$ cat src/rtl/mapper_mem_request_pkg.sv
// Shared types and constants for the mapper memory request stage.
package mapper_mem_request_pkg;

    localparam int unsigned DATA_W = 8;
    localparam int unsigned WDOG_W = 16;

    localparam logic [DATA_W-1:0] MEM_OPEN_BUS = 8'hFF;

    typedef enum logic [1:0] {
        IDLE = 2'd0,
        REQ  = 2'd1,
        HOLD = 2'd2
    } mem_req_state_t;

endpackage

$ cat src/rtl/mem_req_watchdog.sv
// Saturating 16-bit watchdog: counts enabled cycles since the last clear
// and flags when the count equals TIMEOUT.
module mem_req_watchdog
    import mapper_mem_request_pkg::*;
#(
    parameter int unsigned TIMEOUT = 255
) (
    input  logic clk,
    input  logic reset,
    input  logic clear,
    input  logic enable,
    output logic expired
);

    localparam logic [WDOG_W-1:0] LIMIT   = WDOG_W'(TIMEOUT);
    localparam logic [WDOG_W-1:0] CNT_MAX = '1;

    logic [WDOG_W-1:0] count;

    // Cycle counter; clear wins over enable, holds at all-ones instead of wrapping.
    always_ff @(posedge clk) begin
        if (reset) begin
            count <= '0;
        end else if (clear) begin
            count <= '0;
        end else if (enable && (count != CNT_MAX)) begin
            count <= count + WDOG_W'(1);
        end
    end

    assign expired = (count == LIMIT);

endmodule

$ cat src/rtl/mapper_mem_request.sv
// Turns each CPU memory cycle (rising edge of ram_cs) into one SDRAM
// request/acknowledge transaction, holding the CPU in wait meanwhile.
// Optional feature: define MEM_READ_CACHE_EN for a single-entry read buffer.
module mapper_mem_request
    import mapper_mem_request_pkg::*;
#(
    parameter int unsigned ADDR_W  = 27,
    parameter int unsigned TIMEOUT = 255
) (
    input  logic              clk,
    input  logic              reset,
    input  logic              ram_cs,
    input  logic [ADDR_W-1:0] ram_addr,
    input  logic              ram_rnw,
    input  logic [7:0]        cpu_dout,
    output logic              cpu_wait,
    output logic [7:0]        ram_data,
    output logic              sdram_req,
    output logic [ADDR_W-1:0] sdram_addr,
    output logic              sdram_we,
    output logic [7:0]        sdram_din,
    input  logic              sdram_ack,
    input  logic [7:0]        sdram_dout,
    output logic              timeout
);

    mem_req_state_t state_q, state_d;

    logic              cs_q;
    logic              start;
    logic              hit;
    logic [7:0]        cache_rdata;
    logic              expired;
    logic              wdog_clear;

    logic              req_d;
    logic [ADDR_W-1:0] addr_d;
    logic              we_d;
    logic [7:0]        din_d;
    logic [7:0]        data_d;
    logic              timeout_d;

`ifdef MEM_READ_CACHE_EN
    logic              cache_valid_q, cache_valid_d;
    logic [ADDR_W-1:0] cache_tag_q,   cache_tag_d;
    logic [7:0]        cache_data_q,  cache_data_d;

    assign hit         = ram_rnw & cache_valid_q & (cache_tag_q == ram_addr);
    assign cache_rdata = cache_data_q;
`else
    assign hit         = 1'b0;
    assign cache_rdata = MEM_OPEN_BUS;
`endif

    assign start    = ram_cs & ~cs_q;
    assign cpu_wait = ram_cs & (((state_q == IDLE) & start & ~hit) | (state_q == REQ));

    mem_req_watchdog #(
        .TIMEOUT (TIMEOUT)
    ) u_watchdog (
        .clk     (clk),
        .reset   (reset),
        .clear   (wdog_clear),
        .enable  (state_q == REQ),
        .expired (expired)
    );

    // Next-state and next-output logic for the request FSM.
    always_comb begin
        state_d    = state_q;
        req_d      = sdram_req;
        addr_d     = sdram_addr;
        we_d       = sdram_we;
        din_d      = sdram_din;
        data_d     = ram_data;
        timeout_d  = 1'b0;
        wdog_clear = 1'b0;
`ifdef MEM_READ_CACHE_EN
        cache_valid_d = cache_valid_q;
        cache_tag_d   = cache_tag_q;
        cache_data_d  = cache_data_q;
`endif
        case (state_q)
            IDLE: begin
                if (start) begin
                    if (hit) begin
                        data_d  = cache_rdata;
                        state_d = HOLD;
                    end else begin
                        addr_d     = ram_addr;
                        we_d       = ~ram_rnw;
                        din_d      = cpu_dout;
                        req_d      = 1'b1;
                        wdog_clear = 1'b1;
                        state_d    = REQ;
                    end
                end
            end
            REQ: begin
                if (sdram_ack) begin
                    // Ack has priority over a simultaneous watchdog expiry.
                    req_d   = 1'b0;
                    state_d = ram_cs ? HOLD : IDLE;
                    if (!sdram_we && ram_cs) begin
                        data_d = sdram_dout;
                    end
`ifdef MEM_READ_CACHE_EN
                    if (!sdram_we) begin
                        if (ram_cs) begin
                            cache_valid_d = 1'b1;
                            cache_tag_d   = sdram_addr;
                            cache_data_d  = sdram_dout;
                        end
                    end else if (cache_valid_q && (cache_tag_q == sdram_addr)) begin
                        cache_data_d = sdram_din;
                    end
`endif
                end else if (expired) begin
                    req_d     = 1'b0;
                    data_d    = MEM_OPEN_BUS;
                    timeout_d = 1'b1;
                    state_d   = ram_cs ? HOLD : IDLE;
`ifdef MEM_READ_CACHE_EN
                    cache_valid_d = 1'b0;
`endif
                end
            end
            HOLD: begin
                if (!ram_cs) begin
                    state_d = IDLE;
                end
            end
            default: state_d = IDLE;
        endcase
    end

    // State, edge detector and registered outputs.
    always_ff @(posedge clk) begin
        if (reset) begin
            state_q    <= IDLE;
            cs_q       <= 1'b0;
            sdram_req  <= 1'b0;
            sdram_addr <= '0;
            sdram_we   <= 1'b0;
            sdram_din  <= '0;
            ram_data   <= MEM_OPEN_BUS;
            timeout    <= 1'b0;
`ifdef MEM_READ_CACHE_EN
            cache_valid_q <= 1'b0;
            cache_tag_q   <= '0;
            cache_data_q  <= '0;
`endif
        end else begin
            state_q    <= state_d;
            cs_q       <= ram_cs;
            sdram_req  <= req_d;
            sdram_addr <= addr_d;
            sdram_we   <= we_d;
            sdram_din  <= din_d;
            ram_data   <= data_d;
            timeout    <= timeout_d;
`ifdef MEM_READ_CACHE_EN
            cache_valid_q <= cache_valid_d;
            cache_tag_q   <= cache_tag_d;
            cache_data_q  <= cache_data_d;
`endif
        end
    end

endmodule

$ cat config.mk
export PLATFORM = sky130hd
export DESIGN_NAME = mapper_mem_request
export DESIGN_NICKNAME = d
export VERILOG_FILES = /design/src/rtl/mapper_mem_request_pkg.sv /design/src/rtl/mem_req_watchdog.sv /design/src/rtl/mapper_mem_request.sv
export SDC_FILE = /design/constraint.sdc
export NUM_CORES = 1
export LEC_CHECK = 0
export CAP_MARGIN = 40
export CORE_ASPECT_RATIO = 0.75
export CORE_MARGIN = 1
export CORE_UTILIZATION = 44
export DETAILED_ROUTE_END_ITERATION = 8
export PLACE_DENSITY = 0.8
export RECOVER_POWER = 25
export SYNTH_ARGS = -nofsm -noshare
export SYNTH_HDL_FRONTEND = slang
export SYNTH_HIERARCHICAL = 1
export SYNTH_SLANG_ARGS = --single-unit
$ cat constraint.sdc
create_clock -name clk -period 2.7 [get_ports clk]
set_input_delay 0.54 -clock clk [delete_from_list [all_inputs] [get_ports clk]]
set_output_delay 0.54 -clock clk [all_outputs]
set_load 0.02 [all_outputs]
==> reports/metrics.cfg, run 1 <==
[status]
status = finished, final reports clean

[finish]
nFillCells = 470
final_net_count = 450
final_area_mm2 = 0.00378
final_common_cell = nand2_1
mostFrequentLayoutCells = nand2_1 (82), clkdlybuf4s50_1 (68), dfxtp_1 (65)
area_delta_synth_final_pct = 43.4
antenna_cells = 0
drive_gt1_frac = 0.0936

[floorplan]
dieArea_mm2 = 0.00631
placementRows = 24
ioPinCount = 95
die_w_um = 91.4
start_util = 0.455
coreArea_mm2 = 0.00580
die_h_um = 69.0

[sta]
finalHoldViolCount = 0
slew_violations = 0
period_minus_slack_ps = 2440
relSlewSlack = 0.573
tns_ps = 0
hold_slack_ps = 449
setup_viol_count_final = 0
fin_crit_sh = 0.904
fin_skew_ps = 5.25
rsz0062_at_grt = no
max_freq_mhz = 409
worst_pin_slew_ps = 636

[clock_network]
cts_buffers = 9
clock_latency_ps = 340
cts_root_buffer = clkbuf_8
clk_path_buf_depth = 2
holdBufCountCts = 0
htreeDepth = 3
clock_sinks = 65
post_cts_buffers = 0
clk_pin_slew_ps = 70
tritoncts = built
cts-resized-gates = 1

[critical_path]
critPathRequiredTime_ps = 2160
reg2reg_depth = 5
worstPathCellList = clkdlybuf4s50_1, or4b_4, nand2_1, dlygate4sd2_1
r2r_end = u_watchdog/count[15]
end_kind = output pin
critPathLaunchType = input port
worst_path_largest_cell_delay_ps = 470
critPathKind = input port to output pin
reg2reg_from = state_q[0]
slowest_stage = clkdlybuf4s50_1
setup.reg_to_reg.worst_slack_ps = 630
cp.arrival_ps = 1900
crit_fanout = 2

[global_routing]
gr-total-overflow = 0
grt_pass1_wl_um = 10500
grt_pass1_vias = 2277
track_usage = 0.212
grt_max_degree = 39
antenna_found_initial = 0

[power_and_ir_drop]
peakVddDrop_mv = 0.373
leakage_nw = 1.40
fin_total_pwr_mw = 2.07
p_per_area_mw_per_mm2 = 547

[logic_synthesis]
synth_top_area_frac = 0.494
synth_area_leader_cell = dfxtp_1
syn_area_per_cell_um2 = 8.59
ys_ff_latch = 65
ys.warnings.count = 6
netlist_area_mm2 = 0.00264
ys_seq_area_frac = 0.494
synth_area_leaders = dfxtp_1 (49%), nand2_1 (12%), a21oi_1 (7.2%)
synth_nets = 356
yosysUniqueCellTypes = 47
synthCells = 307

[detailed_routing]
ant_nets = 0
vias = 2488
drc = 0
via_per_inst = 5.14
wl_per_cell_um = 13.1
wl_um = 6350
first_pass_iters = 4
drtIter0Drc = 162

[run]
drv_cap = 0

[hold_path]
hp-class = flip-flop to flip-flop
min_path_cells = 2
min_from = sdram_addr[9]
min_to = sdram_addr[9]

[placed_design]
placed_area_mm2 = 0.00361
routabilityCongestion = 0.784
hpwl_um = 4380
port_buffers = 94

==> worst max-delay path: cells and delay by family <==
| family | cells | cell delay [ps] |
|---|---|---|
| buf+inv | 2 | 820 |
| simple gates | 2 | 540 |
==> layout make-up <==
class / instances / area (um^2) / share of cell area
Clock buffer: 14 / 163 / 0.0430
Clock inverter: 2 / 12.5 / 0.00331
Inverter: 4 / 16.3 / 0.00430
Multi-Input combinational cell: 220 / 1190 / 0.316
Sequential cell: 65 / 1300 / 0.344
Tap cell: 78 / 97.6 / 0.0258
Timing Repair Buffer: 101 / 996 / 0.263
==> Yosys cell counts (all sizes together) <==
cell	instances
nand2	82
buf	9
o21ai	7
and3	1
and2	1
xnor2	1
o311ai	1
inv	3
or3	6
nand4b	1
a211oi	2
a31o	1
o311a	1
clkbuf	9
mux2i	2
a2bb2oi	8
nor2b	3
a31oi	1
o41ai	2
nor3	2
o2111ai	1
or2	1
a41o	1
nand4	5
xor2	2
or4b	1
nand3	4
and3b	1
dfxtp	65
and4	4
or4	5
ha	1
o31ai	4
clkinv	1
a21oi	46
nor4	3
nor2	19
==> per-stage QoR <==
stage	std cells	utilization	setup WS, ps
2_1_floorplan	307	-	689
3_3_place_gp	468	0.623	-14.9
3_5_place_dp	468	0.623	-24.3
4_1_cts	484	0.653	248
5_1_grt	484	0.652	228
6_report	484	0.652	258
==> worst max path at each step <==
stage,from,to,cells after the start,slack (ps)
floorplan,ram_cs,cpu_wait,4,690
global placement,ram_cs,cpu_wait,4,-10
detailed placement,ram_cs,cpu_wait,4,-20
CTS,ram_cs,cpu_wait,4,250
global route,ram_cs,cpu_wait,4,230
finish,ram_cs,cpu_wait,4,260
==> registers in the layout, indices dropped and copies added, names as in the netlist <==
name / flops
sdram_addr: 27
u_watchdog/count: 16
ram_data: 8
sdram_din: 8
state_q: 2
cs_q: 1
sdram_req: 1
sdram_we: 1
timeout: 1
==> logic make-up (layout without fill, tap and decap cells) <==
kind of cell | after synthesis | count (layout) | share of synthesized area
AO/OA/AOI/OAI | 75 | 75 | 0.187
XOR/XNOR | 3 | 3 | 0.00997
adder cells (fa/ha/maj) | 1 | 1 | 0.00475
buffers and inverters | 22 | 121 | 0.0532
flip-flops | 65 | 65 | 0.494
multiplexers | 2 | 2 | 0.00759
AND/OR/NAND/NOR | 139 | 139 | 0.243
==> layer usage <==
| layer | global-route usage | wire (um) |
|---|---|---|
| met2 | 0.331 | 2820 |
| met5 | 0 | 0 |
| met3 | 0.0927 | 496 |
| met4 | 0.0529 | 36 |
| met1 | 0.268 | 3000 |
==> report_power, final <==
part | internal [mW] | switching (mW)
Clock | 0.383 | 0.344
Combinational | 0.161 | 0.160
Sequential | 0.999 | 0.0203
Total | 1.54 | 0.524
No activity file was read; power rests on OpenSTA's default activity.
==> run 2: changes to the inputs <==
--- a/config.mk
+++ b/config.mk
@@ -12,6 +12,7 @@
 export DETAILED_ROUTE_END_ITERATION = 8
 export PLACE_DENSITY = 0.8
 export RECOVER_POWER = 25
+export SKIP_LAST_GASP = 1
 export SYNTH_ARGS = -nofsm -noshare
 export SYNTH_HDL_FRONTEND = slang
 export SYNTH_HIERARCHICAL = 1
==> constraint.sdc (replaced) <==
create_clock -name clk -period 2.35 [get_ports clk]
set_input_delay 0.47 -clock clk [delete_from_list [all_inputs] [get_ports clk]]
set_output_delay 0.47 -clock clk [all_outputs]
set_load 0.05 [all_outputs]
==> reports/metrics.cfg, run 2 (same netlist as run 1, synthesis figures left out) <==
[status]
status = finished, final reports clean

[sta]
finalHoldViolCount = 0  ; unchanged
setup_viol_count_final = 0  ; unchanged
fin_crit_sh = 0.959
worst_pin_slew_ps = 601  ; -34.8 ps
tns_ps = 0  ; unchanged
max_freq_mhz = 444
fin_ws_ps = 96.1  ; -162 ps
slew_violations = 0  ; unchanged
fin_skew_ps = 6.11  ; +0.864 ps
relSlewSlack = 0.595  ; +0.0216
rsz0062_at_grt = no
period_minus_slack_ps = 2250
hold_slack_ps = 453  ; +3.69 ps

[clock_network]
cts_buffers = 9  ; unchanged
tritoncts = built
cts_root_buffer = clkbuf_8
holdBufCountCts = 0  ; unchanged
clock_sinks = 65  ; unchanged
clk_path_buf_depth = 2  ; unchanged
clock_latency_ps = 340  ; about the same
post_cts_buffers = 0  ; unchanged
clk_pin_slew_ps = 60  ; about the same
cts-resized-gates = 0  ; -1
htreeDepth = 3  ; unchanged

[finish]
final_net_count = 453  ; +0.67%
layout.cells.non_filler = 486  ; +0.41%
antenna_cells = 0  ; unchanged
final_common_cell = clkdlybuf4s50_1
largest_reg_flops = 27  ; unchanged
drive_gt1_frac = 0.0980  ; +0.00444
mostFrequentLayoutCells = clkdlybuf4s50_1 (92), nand2_1 (82), dfxtp_1 (65)
area_delta_synth_final_pct = 44.4
nFillCells = 496  ; +5.5%
reg.largest.list = sdram_addr (27), u_watchdog/count (16)
top_register = sdram_addr

[critical_path]
critPathLaunchType = input port
cp.arrival_ps = 1780  ; -120 ps
reg2reg_from = state_q[0]
critPathRequiredTime_ps = 1880  ; -280 ps
startpoint = ram_cs
reg2reg_depth = 5  ; unchanged
end_kind = output pin
critPathKind = input port to output pin
crit_fanout = 4  ; +2
setup.reg_to_reg.worst_slack_ps = 390  ; -240 ps
r2r_end = u_watchdog/count[15]
cp-endpoint = cpu_wait

[hold_path]
hp-class = flip-flop to flip-flop

[placed_design]
dp_cells = 471  ; +0.64%
dpl_worst_slack_ps = 87.5  ; +112 ps
routabilityCongestion = 0.825  ; +5.3%
hpwl_um = 4550  ; +3.8%
port_buffers = 94  ; unchanged

[floorplan]
dieArea_mm2 = 0.00631  ; unchanged
ioPinCount = 95  ; unchanged
die_h_um = 69.0  ; unchanged
start_util = 0.455  ; unchanged
die_w_um = 91.4  ; unchanged
placementRows = 24  ; unchanged
coreArea_mm2 = 0.00580  ; unchanged

[global_routing]
grt_pass1_wl_um = 10800  ; +2.6%
antenna_found_initial = 0  ; unchanged
track_usage = 0.216  ; +0.00473
grt_pass1_vias = 2357  ; +3.5%
grt_max_degree = 36  ; -7.7%
gr-total-overflow = 0  ; unchanged

[detailed_routing]
drtIter0Drc = 121  ; -25%
vias = 2521  ; +1.3%
wl_um = 6460  ; +1.6%
via_per_inst = 5.19  ; +0.91%
first_pass_iters = 6  ; +2
drc = 0  ; unchanged
wl_per_cell_um = 13.3  ; +1.2%
ant_nets = 0  ; unchanged

[power_and_ir_drop]
fin_total_pwr_mw = 2.59  ; +25%
p_per_area_mw_per_mm2 = 681  ; +24%
peakVddDrop_mv = 0.372  ; -0.19%
leakage_nw = 1.37  ; -2.8%

[run]
drv_cap = 0  ; unchanged

run 2: metrics by stage:
stage / util / area [um^2]
after global routing: 0.657 / 3810
after global placement: 0.627 / 3630
after CTS: 0.660 / 3830
after detailed placement: 0.627 / 3630
after floorplan: - / 2640
final: 0.657 / 3810
run 2: layer usage:
metal  wire, um  part of all wire  track usage
met4        114             0.018       0.0935
met5          0                 0            0
met2       2910              0.45        0.338
met3        528             0.082       0.0762
met1       2900              0.45        0.269
run 2: where the power goes:
| part | total [mW] | switching, mW | internal [mW] | leakage, nW |
|---|---|---|---|---|
| Clock | 0.941 | 0.402 | 0.539 | 0.102 |
| Combinational | 0.477 | 0.284 | 0.193 | 0.734 |
| Sequential | 1.17 | 0.0242 | 1.15 | 0.530 |
run 2: how the worst min path moves through the flow:
stage	from	to	depth (start not counted)
CTS	sdram_addr[8]	sdram_addr[8]	2
global route	sdram_addr[8]	sdram_addr[8]	2
finish	sdram_addr[15]	sdram_addr[15]	2
floorplan	u_watchdog/count[11]	u_watchdog/count[11]	2
global placement	sdram_addr[15]	sdram_addr[15]	2
detailed placement	sdram_addr[8]	sdram_addr[8]	2
run 2: critical path: stages:
cell             delay, ps
clkdlybuf4s50_1        520
or4b_4                 510
nand2_1                130
buf_12                 150
run 2: layout make-up:
| cell class | instances | area, um^2 | share of cell area |
|---|---|---|---|
| flip-flops and latches | 65 | 1300 | 0.342 |
| inverters | 4 | 16.3 | 0.00427 |
| well taps | 78 | 97.6 | 0.0256 |
| clock inverters | 3 | 40.0 | 0.0105 |
| clock buffers | 12 | 155 | 0.0408 |
| multi-input cells | 220 | 1190 | 0.312 |
| repair buffers | 104 | 1010 | 0.265 |
==> run 3: changes to the inputs <==
--- a/config.mk
+++ b/config.mk
@@ -5,7 +5,7 @@
 export SDC_FILE = /design/constraint.sdc
 export NUM_CORES = 1
 export LEC_CHECK = 0
-export CAP_MARGIN = 40
+export CAP_MARGIN = 15
 export CORE_ASPECT_RATIO = 0.75
 export CORE_MARGIN = 1
 export CORE_UTILIZATION = 44
==> results of run 3 <==
No change in the layout: final DEF, timing and power equal those of run 2.
